[src/rtl/irq_arbiter.sv]
// Interrupt arbiter: latches enabled per-source requests, signals the lowest-index
// pending source to the core and runs a claim/complete handshake around it.
module irq_arbiter #(
  parameter int              NSRC     = 13,
  parameter int              IDW      = 4,
  parameter logic [NSRC-1:0] EN_RESET = 13'b0000001101101
) (
  input  logic            clk,
  input  logic            rst,
  input  logic [NSRC-1:0] status,
  input  logic            en_we,
  input  logic [NSRC-1:0] en_wdata,
  output logic [NSRC-1:0] en_mask,
  output logic [NSRC-1:0] pending,
  input  logic            claim,
  output logic            claim_valid,
  output logic [IDW-1:0]  claim_id,
  input  logic            complete,
  input  logic [IDW-1:0]  complete_id,
  output logic            interrupt
);

  localparam logic [IDW-1:0] NONE_ID = '1;

  typedef enum logic [1:0] {
    IDLE,
    SIGNAL,
    SERVICE
  } state_e;

  state_e          state_q, state_d;
  logic [IDW-1:0]  cur_id_q, cur_id_d;
  logic [NSRC-1:0] pending_q, pending_d;
  logic [NSRC-1:0] en_mask_q, en_mask_d;
  logic            interrupt_q, interrupt_d;
  logic            claim_valid_q, claim_valid_d;
  logic [IDW-1:0]  claim_id_q, claim_id_d;

  logic [IDW-1:0]  winner_id;
  logic            any_pending;
  logic            claim_accept;
  logic [NSRC-1:0] set_vec;
  logic [NSRC-1:0] clr_vec;

  assign claim_accept = (state_q == SIGNAL) && claim;

  // Lowest index wins: scan from the top so the last hit is the smallest index.
  always_comb begin
    winner_id   = NONE_ID;
    any_pending = |pending_q;
    for (int i = NSRC - 1; i >= 0; i--) begin
      if (pending_q[i]) winner_id = IDW'(i);
    end
  end

  // The source in service is masked from re-pending until it is completed.
  always_comb begin
    // NOTE: every combinational output gets a default first so no path infers a latch.
    set_vec   = '0;
    clr_vec   = '0;
    en_mask_d = en_we ? en_wdata : en_mask_q;
    for (int i = 0; i < NSRC; i++) begin
      clr_vec[i] = claim_accept && (cur_id_q == IDW'(i));
      set_vec[i] = status[i] && en_mask_q[i] && !clr_vec[i]
                   && !((state_q == SERVICE) && (cur_id_q == IDW'(i)));
    end
    pending_d = ((pending_q & ~clr_vec) | set_vec) & en_mask_d;
  end

  always_comb begin
    state_d       = state_q;
    cur_id_d      = cur_id_q;
    interrupt_d   = interrupt_q;
    claim_valid_d = claim;
    claim_id_d    = claim ? NONE_ID : claim_id_q;
    unique case (state_q)
      IDLE: begin
        interrupt_d = 1'b0;
        if (any_pending) begin
          state_d     = SIGNAL;
          cur_id_d    = winner_id;
          interrupt_d = 1'b1;
        end
      end
      SIGNAL: begin
        if (claim) begin
          claim_id_d  = cur_id_q;
          state_d     = SERVICE;
          interrupt_d = 1'b0;
        end else if (!any_pending) begin
          state_d     = IDLE;
          cur_id_d    = NONE_ID;
          interrupt_d = 1'b0;
        end else begin
          cur_id_d    = winner_id;
          interrupt_d = 1'b1;
        end
      end
      SERVICE: begin
        interrupt_d = 1'b0;
        if (complete && (complete_id == cur_id_q)) begin
          state_d  = IDLE;
          cur_id_d = NONE_ID;
        end
      end
      default: begin
        state_d     = IDLE;
        cur_id_d    = NONE_ID;
        interrupt_d = 1'b0;
      end
    endcase
  end

  // NOTE: state registers use non-blocking assignments so all flops update together.
  always_ff @(posedge clk) begin
    if (rst) begin
      state_q       <= IDLE;
      cur_id_q      <= NONE_ID;
      pending_q     <= '0;
      en_mask_q     <= EN_RESET;
      interrupt_q   <= 1'b0;
      claim_valid_q <= 1'b0;
      claim_id_q    <= NONE_ID;
    end else begin
      state_q       <= state_d;
      cur_id_q      <= cur_id_d;
      pending_q     <= pending_d;
      en_mask_q     <= en_mask_d;
      interrupt_q   <= interrupt_d;
      claim_valid_q <= claim_valid_d;
      claim_id_q    <= claim_id_d;
    end
  end

  assign en_mask     = en_mask_q;
  assign pending     = pending_q;
  assign interrupt   = interrupt_q;
  assign claim_valid = claim_valid_q;
  assign claim_id    = claim_id_q;

endmodule

[config.mk]
export PLATFORM = sky130hd
export DESIGN_NAME = irq_arbiter
export DESIGN_NICKNAME = d
export VERILOG_FILES = /design/src/rtl/irq_arbiter.sv
export SDC_FILE = /design/constraint.sdc
export NUM_CORES = 1
export LEC_CHECK = 0
export BUFFER_PORTS_ARGS = -buffer_cell sky130_fd_sc_hd__buf_4
export CAP_MARGIN = 20
export CORE_MARGIN = 3
export CORE_UTILIZATION = 45
export CTS_BUF_LIST = sky130_fd_sc_hd__clkbuf_8
export DETAILED_ROUTE_END_ITERATION = 7
export GPL_ROUTABILITY_DRIVEN = 0
export HOLD_SLACK_MARGIN = 0.06
export PLACE_DENSITY = 0.77
export SYNTH_ARGS = -nofsm -noshare
export SYNTH_HDL_FRONTEND = slang
export SYNTH_SLANG_ARGS = --single-unit
[constraint.sdc]
create_clock -name clk -period 1.9 [get_ports clk]
set_clock_uncertainty 0.15 [all_clocks]
set_input_delay 0.38 -clock clk [delete_from_list [all_inputs] [get_ports clk]]
set_output_delay 0.38 -clock clk [all_outputs]
set_load 0.1 [all_outputs]
# Word-level counts from Yosys, hierarchy flattened

Cells that the tools add are included.

Input port bits: 35
Bits in latches: 0
Register bits: 38
Memories: 0
Memory bits (writable): 0
Bits in read-only memories: 0

$add $sub $neg: 0
Shift-type cells: 0
Bitwise logic cells: 4
Div/mod/pow operators: 0
Equal/unequal tests: 19
Reductions and logical operators: 98
Magnitude comparators: 0
$mul: 0
Multiplexer cells: 30

Operator list:

| kind                 | number |
|---|---|
| $mux W4              | 19 |
| $logic_and A1 B1 Y1  | 67 |
| $and A13 B13 Y13     | 2 |
| $logic_not A1 Y1     | 26 |
| $eq A4 B4 Y1 const B | 5 |
| $eq A4 B3 Y1 const B | 4 |
| $mux W13             | 1 |
| $not A13 Y13         | 1 |
| $or A13 B13 Y13      | 1 |
| $reduce_or A13 Y1    | 1 |
| $pmux W4 S3          | 1 |
| $mux W2              | 5 |
| $eq A4 B2 Y1 const B | 2 |
| $pmux W2 S3          | 1 |
| $reduce_and A3 Y1    | 2 |
| $eq A4 B1 Y1 const B | 1 |
| $eq A4 B4 Y1         | 1 |
| $logic_not A4 Y1     | 1 |
| $ne A2 B2 Y1 const B | 2 |
| $ne A3 B3 Y1 const B | 1 |
| $eq A2 B1 Y1 const B | 1 |
| $eq A2 B2 Y1 const B | 1 |
| $logic_not A2 Y1     | 1 |
| $mux W1              | 2 |
| 2 further kinds      | 2 |

# Logic depth before layout (Yosys ltp)

Gate-level depths: netlist (run 1).

Depth in word-level cells: 16
Depth in mapped cells: 5
Depth with buffers taken out: 4

# Least setup slack after synthesis (run 1)

No wires, ideal clock.

Path type: flip-flop to flip-flop
From: register pending_q[3] (netlist: pending[3])
To: register cur_id_q[3]
Slack: -556 ps
Arrival: 2,169 ps
Required time: 1,613 ps
Stages on the path, launching flop included: 5
Period minus slack after synthesis: 2,456 ps
Cells stage by stage: dfxtp_1 > or4_4 > or4_4 > o31ai_1 > a21oi_1

Longest elaborated chain between the ends: 7

Ends and longest elaborated chain:

| what                   | line | RTL |
|---|---|---|
| from (decl)            | 33   | `logic [NSRC-1:0] pending_q, pending_d;` |
| from (signal assigned) | 127  | `pending_q <= pending_d;` |
| $mux W4 (4 in series)  | 52   | `if (pending_q[i]) winner_id = IDW'(i);` |
| $mux W4                | 90   | `end else if (!any_pending) begin` |
| $mux W4                | 86   | `if (claim) begin` |
| $pmux W4 S3            | 76   | `unique case (state_q)` |
| to (signal assigned)   | 126  | `cur_id_q <= cur_id_d;` |
| to (decl)              | 32   | `logic [IDW-1:0] cur_id_q, cur_id_d;` |

Several ways; a longest one is shown, not always the timed one. The select of a mux whose other input is x is not followed.
A chain may end at the register's enable or synchronous reset.

# Worst setup path in the final report (run 1)

From: register pending_q[1] (netlist: pending[1])
To: register cur_id_q[3]

Longest elaborated chain between the ends: 5

Ends and longest elaborated chain:

| what                  | line |
|---|---|
| $mux W4 (2 in series) | 52 |
| $mux W4               | 90 |
| $mux W4               | 86 |
| $pmux W4 S3           | 76 |

Several ways; a longest one is shown, not always the timed one. The select of a mux whose other input is x is not followed.

==> flow_summary.json, run 1 <==
{
  "outcome": "complete, but fails checks",
  "violations": "setup timing",
  "dieHeight_um": 68.5,
  "worst_r2r_endpoint": "cur_id_q[3]",
  "synth_compound_gate_area_share_pct": 23.0,
  "detailedPlacementHpwl_um": 3600,
  "postSynthNetCount": 234,
  "synth.cell_area_um2": 1760,
  "route.vias.total": 1821,
  "worst_hold_path.num_cells": 3,
  "power_leakage_nw": 1.18,
  "synthesis.yosys.warnings": 0,
  "cp_slowest_stage_delay_ns": 0.58,
  "tritoncts": "built",
  "floorplan.die.width_um": 68.5,
  "synth_mux_area_share_pct": 5.69,
  "achievable-frequency_ghz": 0.503,
  "timing.final.crit_period_ns": 1.99,
  "timing.final.hold_violations": 0,
  "clock-sinks": 38,
  "synthesized_area_fraction_occupied_by_adder_cells_pct": 0,
  "ys_types": 38,
  "total_die_area_um2": 4700,
  "initial_antenna_violation_count": 0,
  "grt_overflow": 0,
  "final_cell_mix": "sky130_fd_sc_hd__buf_4 (86), sky130_fd_sc_hd__dfxtp_1 (26), sky130_fd_sc_hd__o21ai_0 (21), sky130_fd_sc_hd__nor2_1 (19), sky130_fd_sc_hd__a21oi_1 (15)",
  "switching_share_pct": 36.6,
  "detail_route.first_pass.iterations": 4,
  "drive_gt1_share_pct": 42.2,
  "ys_seq_area_share_pct": 43.2,
  "power.share.clock_pct": 26.2,
  "crit_chain": "or4_4, or4_4, o31ai_2, a21oi_1",
  "grt_start_max_net_pins": 21,
  "wire_per_inst_um": 15.1,
  "synth-simple-area-share_pct": 21.9,
  "tightestPinTransition_ns": 0.503,
  "synth-seq-cells": 38,
  "routed_wl_um": 4980,
  "gate_power_share_pct": 32.3,
  "number_of_vias_per_cell": 5.52,
  "standard_cell_core_area_um2": 3720,
  "drv_cap": 0,
  "internal-power_w": 0.00137,
  "endpoint_kind": "register",
  "cts_hold_buffers": 0,
  "timing.critical_path.from": "pending[1]",
  "ctsHtreeMaxLevel": 2,
  "synth-edff-count": 0,
  "largest_family_of_logic_cells_by_synthesized_area": "compound AO/OA/AOI/OAI gates",
  "setup_viol_count_final": 4,
  "track_usage_pct": 21.9,
  "relSlewSlack_pct": 66.1,
  "post_synthesis_share_of_cell_area_spent_on_xor_and_xnor_gates_pct": 1.99,
  "rsz_0062_raised_after_global_routing": "yes",
  "critical_path_destination": "cur_id_q[3]",
  "finalNetCount": 316,
  "drt_drc_violations_left": 0,
  "startpoint_type_of_the_worst_setup_path": "register",
  "cts_max_path_buffers": 2,
  "detail_route.iter0.violations": 151,
  "power_per_cell_area_nw_per_um2": 842,
  "critical_path.slowest_cell": "sky130_fd_sc_hd__or4_4",
  "most_common_library_cell_in_the_layout_ignoring_fill_and_taps": "sky130_fd_sc_hd__buf_4",
  "cts_inserted_buffers": 5,
  "min_period_over_period_pct": 105,
  "timing.reg2reg.setup_slack_ns": -0.09,
  "area_delta_synth_final_pct": 46.1,
  "timing.critical_path.mode_cell": "sky130_fd_sc_hd__or4_4",
  "register_share_of_total_power_pct": 41.5,
  "initial_utilization_pct": 47.3,
  "netlist_instances": 199,
  "timing.final.max_slew_violations": 0,
  "grt_first_pass_wirelength_um": 7600,
  "worst-endpoint-arrival_ns": 2.02,
  "place.port_buffers": 66,
  "placement.setup.worst_slack_ns": -0.0689,
  "r2r-start": "pending[1]",
  "ys.flop_type": "sky130_fd_sc_hd__dfxtp_1",
  "setup_ws_ns": -0.0888,
  "switchingPower_w": 0.000792,
  "path_class": "register to register",
  "design.portCount": 67,
  "fp-row-count": 22,
  "synthesis.area_per_instance_um2": 8.84,
  "final_antenna_net_count": 0,
  "rr_worst_depth": 4,
  "antenna-diode-count": 0,
  "synth-async-reset-ratio_pct": 0,
  "clock-root-buffer": "sky130_fd_sc_hd__clkbuf_8",
  "timing.critical_path.required_ns": 1.93,
  "irDropWorstVdd_v": 0.000534,
  "min_path_type": "input pin to register",
  "cp_max_fo": 4,
  "power.total_w": 0.00217,
  "fin_tns_setup_ns": -0.242,
  "clock_insertion_delay_worst_skew_ns": 0.29,
  "cts.reportedPaths.clkPinSlew_ns": 0.07,
  "vias_in_the_first_global_route": 1674
}
[worst min path at each step]
| stage | slack [ns] | startpoint | end |
|---|---|---|---|
| after detailed placement | 0.34 | register | register |
| after floorplan | 0.36 | rst | state_q[1] |
| after global placement | 0.33 | register | register |
| after global routing | 0.19 | en_wdata[5] | en_mask[5] |
| after CTS | 0.17 | en_wdata[5] | en_mask[5] |
| final | 0.18 | en_wdata[5] | en_mask[5] |
[routing by layer]
metal / share of wire [%] / wire (µm) / GRT usage [%] / vias to the layer above
li1: - / - / - / 897
met1: 45 / 2220 / 27.3 / 851
met2: 48 / 2370 / 35.3 / 69
met3: 7.1 / 351 / 7.29 / 4
met4: 0.68 / 34 / 7.20 / 0
met5: 0 / 0 / 0 / -
[final cells by class]
class | count | area, µm²
inverter | 5 | 18.8
multi-input combinational | 144 | 952
sequential | 38 | 791
tap | 48 | 60.1
timing repair buffer | 87 | 657
fill | 318 | 1150
clock inverter | 2 | 8.76
clock buffer | 6 | 82.6
[metrics by stage]
| stage | instance area [µm²] | hold WS [ns] | util [%] | std cells |
|---|---|---|---|---|
| after global routing | 2570 | 0.189 | 69.2 | 330 |
| after global placement | 2440 | 0.331 | 65.7 | 321 |
| after floorplan | 1790 | 0.355 | - | 199 |
| after CTS | 2550 | 0.175 | 68.7 | 330 |
| final | 2570 | 0.175 | 69.2 | 330 |
| after detailed placement | 2440 | 0.343 | 65.7 | 321 |
[cell usage after synthesis, types with 2 or more instances]
cell type,number,share of area [%]
sky130_fd_sc_hd__dfxtp_1,38,43
sky130_fd_sc_hd__o21ai_0,21,6.0
sky130_fd_sc_hd__nor2_1,19,4.1
sky130_fd_sc_hd__a21oi_1,15,4.3
sky130_fd_sc_hd__nand2b_1,12,4.3
sky130_fd_sc_hd__or3_1,12,4.3
sky130_fd_sc_hd__mux2i_1,10,5.7
sky130_fd_sc_hd__clkbuf_1,9,1.9
sky130_fd_sc_hd__a31oi_1,8,2.8
sky130_fd_sc_hd__inv_1,5,1.1
sky130_fd_sc_hd__nor3_1,5,1.4
sky130_fd_sc_hd__a41oi_1,4,2.0
sky130_fd_sc_hd__o22ai_1,4,1.4
sky130_fd_sc_hd__a211oi_1,3,1.3
sky130_fd_sc_hd__nor2b_1,3,1.1
sky130_fd_sc_hd__or4_1,3,1.3
sky130_fd_sc_hd__or4_4,3,1.9
sky130_fd_sc_hd__xor2_1,3,1.5
sky130_fd_sc_hd__a221oi_1,2,1.0
sky130_fd_sc_hd__buf_2,2,0.57
[power groups by stage]
| stage | logic (W) | registers [W] | clock network [W] |
|---|---|---|---|
| CTS | 0.000683 | 0.000897 | 0.000570 |
| finish | 0.000699 | 0.000898 | 0.000568 |
| global route | 0.000738 | 0.000905 | 0.000602 |
| floorplan | 0.000240 | 0.00114 | 0 |
| global placement | 0.000664 | 0.000912 | 0 |
| detailed placement | 0.000670 | 0.000914 | 0 |
[critical path: cells and delay by family (launching register included)]
family	cells	cell delay [ns]
AOI/OAI and AO/OA	2	0.25
DFF	1	0.34
and+or+nand+nor	2	1.13
[kinds of logic (layout without fill, tap and decap cells)]
family / count (synthesis) / after routing
buf+inv: 17 / 100
flops: 38 / 38
simple gates: 65 / 65
compound gates: 65 / 65
mux: 10 / 10
xor+xnor: 4 / 4
[timing repair]
action	in CTS	in global routing
gates resized for setup	3	3
pin swaps	4	2
buffers inserted	1	0
setup endpoints to repair	4	4
Power figures use the tool's default switching activity.
==> run 2: changes to the inputs <==
--- a/config.mk
+++ b/config.mk
@@ -5,6 +5,7 @@
 export SDC_FILE = /design/constraint.sdc
 export NUM_CORES = 1
 export LEC_CHECK = 0
+export ABC_CLOCK_PERIOD_IN_PS = 1900
 export BUFFER_PORTS_ARGS = -buffer_cell sky130_fd_sc_hd__buf_4
 export CAP_MARGIN = 20
 export CORE_MARGIN = 3
@@ -14,6 +15,7 @@
 export GPL_ROUTABILITY_DRIVEN = 0
 export HOLD_SLACK_MARGIN = 0.06
 export PLACE_DENSITY = 0.77
+export SETUP_SLACK_MARGIN = 0.15
 export SYNTH_ARGS = -nofsm -noshare
 export SYNTH_HDL_FRONTEND = slang
 export SYNTH_SLANG_ARGS = --single-unit
==> run 2 against run 1 <==
  * The run still ends with setup timing left
  * Routed wire length about the same
  * Core utilization up 1.0 points
  * Maximum frequency up 1.9%
  * Worst setup slack better by 0.037 ns
  * Sequential cell count unchanged
  * Power down 1.7%
  * Cell count up 0.91%
  * Hold slack worse by 0.0016 ns
  * Sequential power down 0.7%
  * Sequential share of layout area up 0.36 points
  * Critical path type unchanged
  * Critical endpoint is now cur_id_q[1]
  * Largest power group unchanged
  * Highest routed layer unchanged
==> flow_summary.json, run 2 (synthesized netlist as in run 1, its figures left out) <==
{
  "rsz_0062_raised_after_global_routing": "yes",
  "drv_cap": 0,
  "achievable-frequency_ghz": 0.512,
  "floorplan.die.width_um": 68.5,
  "timing.final.crit_period_ns": 1.95,
  "drt_drc_violations_left": 0,
  "tritoncts": "built",
  "finalNetCount": 319,
  "timing.final.max_slew_violations": 0,
  "worst_r2r_endpoint": "cur_id_q[1]",
  "r2r-start": "pending[7]",
  "detail_route.iter0.violations": 179,
  "dieHeight_um": 68.5,
  "hold_start": "en_wdata[5]",
  "whs_endpoint": "en_mask[5]",
  "antenna-diode-count": 0,
  "power_per_cell_area_nw_per_um2": 816,
  "final_antenna_net_count": 0,
  "cts_hold_buffers": 0,
  "final_core_utilization_pct": 70.2,
  "fin_tns_setup_ns": -0.121,
  "numPlacedInstances": 324,
  "track_usage_pct": 23.0,
  "outcome": "complete, but fails checks",
  "timing.final.hold_violations": 0,
  "design.portCount": 67,
  "area_delta_synth_final_pct": 48.3,
  "total_die_area_um2": 4700,
  "placement.setup.worst_slack_ns": -0.0685,
  "clock-sinks": 38,
  "number_of_vias_per_cell": 5.50,
  "final_cell_mix": "sky130_fd_sc_hd__buf_4 (90), sky130_fd_sc_hd__o21ai_0 (21), sky130_fd_sc_hd__nor2_1 (19), sky130_fd_sc_hd__dfxtp_1 (15)",
  "worst_hold_path.num_cells": 3,
  "place.port_buffers": 66,
  "endpoint_kind": "register",
  "final_cells": 333,
  "cp_max_fo": 4,
  "hold_ws_ns": 0.173,
  "min_path_type": "input pin to register",
  "ctsHtreeMaxLevel": 2,
  "min_period_over_period_pct": 103,
  "irDropWorstVdd_v": 0.000529,
  "setup_viol_count_final": 3,
  "path_class": "register to register",
  "clock-root-buffer": "sky130_fd_sc_hd__clkbuf_8",
  "vias_in_the_first_global_route": 1667,
  "grt_first_pass_wirelength_um": 8020,
  "cts.reportedPaths.clkPinSlew_ns": 0.07,
  "wire_per_inst_um": 14.9,
  "rr_worst_depth": 4,
  "most_common_library_cell_in_the_layout_ignoring_fill_and_taps": "sky130_fd_sc_hd__buf_4",
  "cts_max_path_buffers": 2,
  "initial_utilization_pct": 47.3,
  "relSlewSlack_pct": 74.1,
  "worst-endpoint-arrival_ns": 1.96,
  "tightestPinTransition_ns": 0.384,
  "cts_inserted_buffers": 5,
  "timing.critical_path.required_ns": 1.91,
  "violations": "setup timing",
  "startpoint_type_of_the_worst_setup_path": "register",
  "routed_wl_um": 4980,
  "grt_start_max_net_pins": 26,
  "detail_route.first_pass.iterations": 4,
  "drive_gt1_share_pct": 47.0,
  "fp-row-count": 22,
  "setup_ws_ns": -0.0514,
  "power_leakage_nw": 1.18,
  "standard_cell_core_area_um2": 3720,
  "route.vias.total": 1830,
  "grt_overflow": 0,
  "initial_antenna_violation_count": 0,
  "timing.reg2reg.setup_slack_ns": -0.05,
  "clock_insertion_delay_worst_skew_ns": 0.29,
  "detailedPlacementHpwl_um": 3810
}
## run 2: cell count changes in the layout (fill, tap and decap cells not counted), moves of 2 or more
cell,previous run,this run
sky130_fd_sc_hd__dfxtp_1,26,15
sky130_fd_sc_hd__dfxtp_2,6,14
sky130_fd_sc_hd__buf_4,86,90
sky130_fd_sc_hd__dfxtp_4,6,9
sky130_fd_sc_hd__nor3_2,0,2
## run 2: critical path: stages, from the launching register on
cell,delay [ns]
sky130_fd_sc_hd__dfxtp_2,0.32
sky130_fd_sc_hd__or4_4,0.53
sky130_fd_sc_hd__or4_4,0.58
sky130_fd_sc_hd__nor3_2,0.17
sky130_fd_sc_hd__a221oi_1,0.06
## run 2: per-layer routing
metal / routed length [µm] / GRT usage, % / up-vias
li1: - / - / 907
met1: 2250 / 30.4 / 860
met2: 2340 / 35.5 / 56
met3: 309 / 5.51 / 7
met4: 74 / 9.93 / 0
met5: 0 / 0 / -
## run 2: how the worst max path moves through the flow
stage,cells past startpoint,startpoint,to,slack [ns]
5_1_grt,4,pending[7],cur_id_q[1],-0.11
3_3_place_gp,5,pending[6],cur_id_q[0],-0.05
2_1_floorplan,4,pending[6],cur_id_q[3],-0.19
3_5_place_dp,4,pending[1],cur_id_q[3],-0.07
6_report,4,pending[7],cur_id_q[1],-0.05
4_1_cts,4,pending[6],cur_id_q[2],-0.06
## run 2: power breakdown
group / internal [W] / switching (W) / total, W
sequential: 0.000846 / 0.0000460 / 0.000892
clock: 0.000247 / 0.000277 / 0.000523
combinational: 0.000249 / 0.000465 / 0.000714
## run 2: repair_timing
item / in CTS / in global routing
gates resized for setup: 3 / 3
setup buffers: 0 / 1
endpoints found under the hold margin: 0 / 0
setup endpoints to repair: 4 / 5
pin swaps: 3 / 3
## run 2: final cells by class
cell class                      count  area (µm²)
Clock buffer                        5        68.8
Timing Repair Buffer               90         676
Tap cell                           48        60.1
Sequential cell                    38         812
Inverter                            5        18.8
Clock inverter                      3        12.5
Fill cell                         330        1110
Multi-Input combinational cell    144         961
## run 2: through the flow
stage	total power [W]	instance area, µm²
finish	0.00213	2610
global route	0.00223	2610
CTS	0.00212	2580
detailed placement	0.00160	2490
global placement	0.00159	2490
floorplan	0.00138	1810
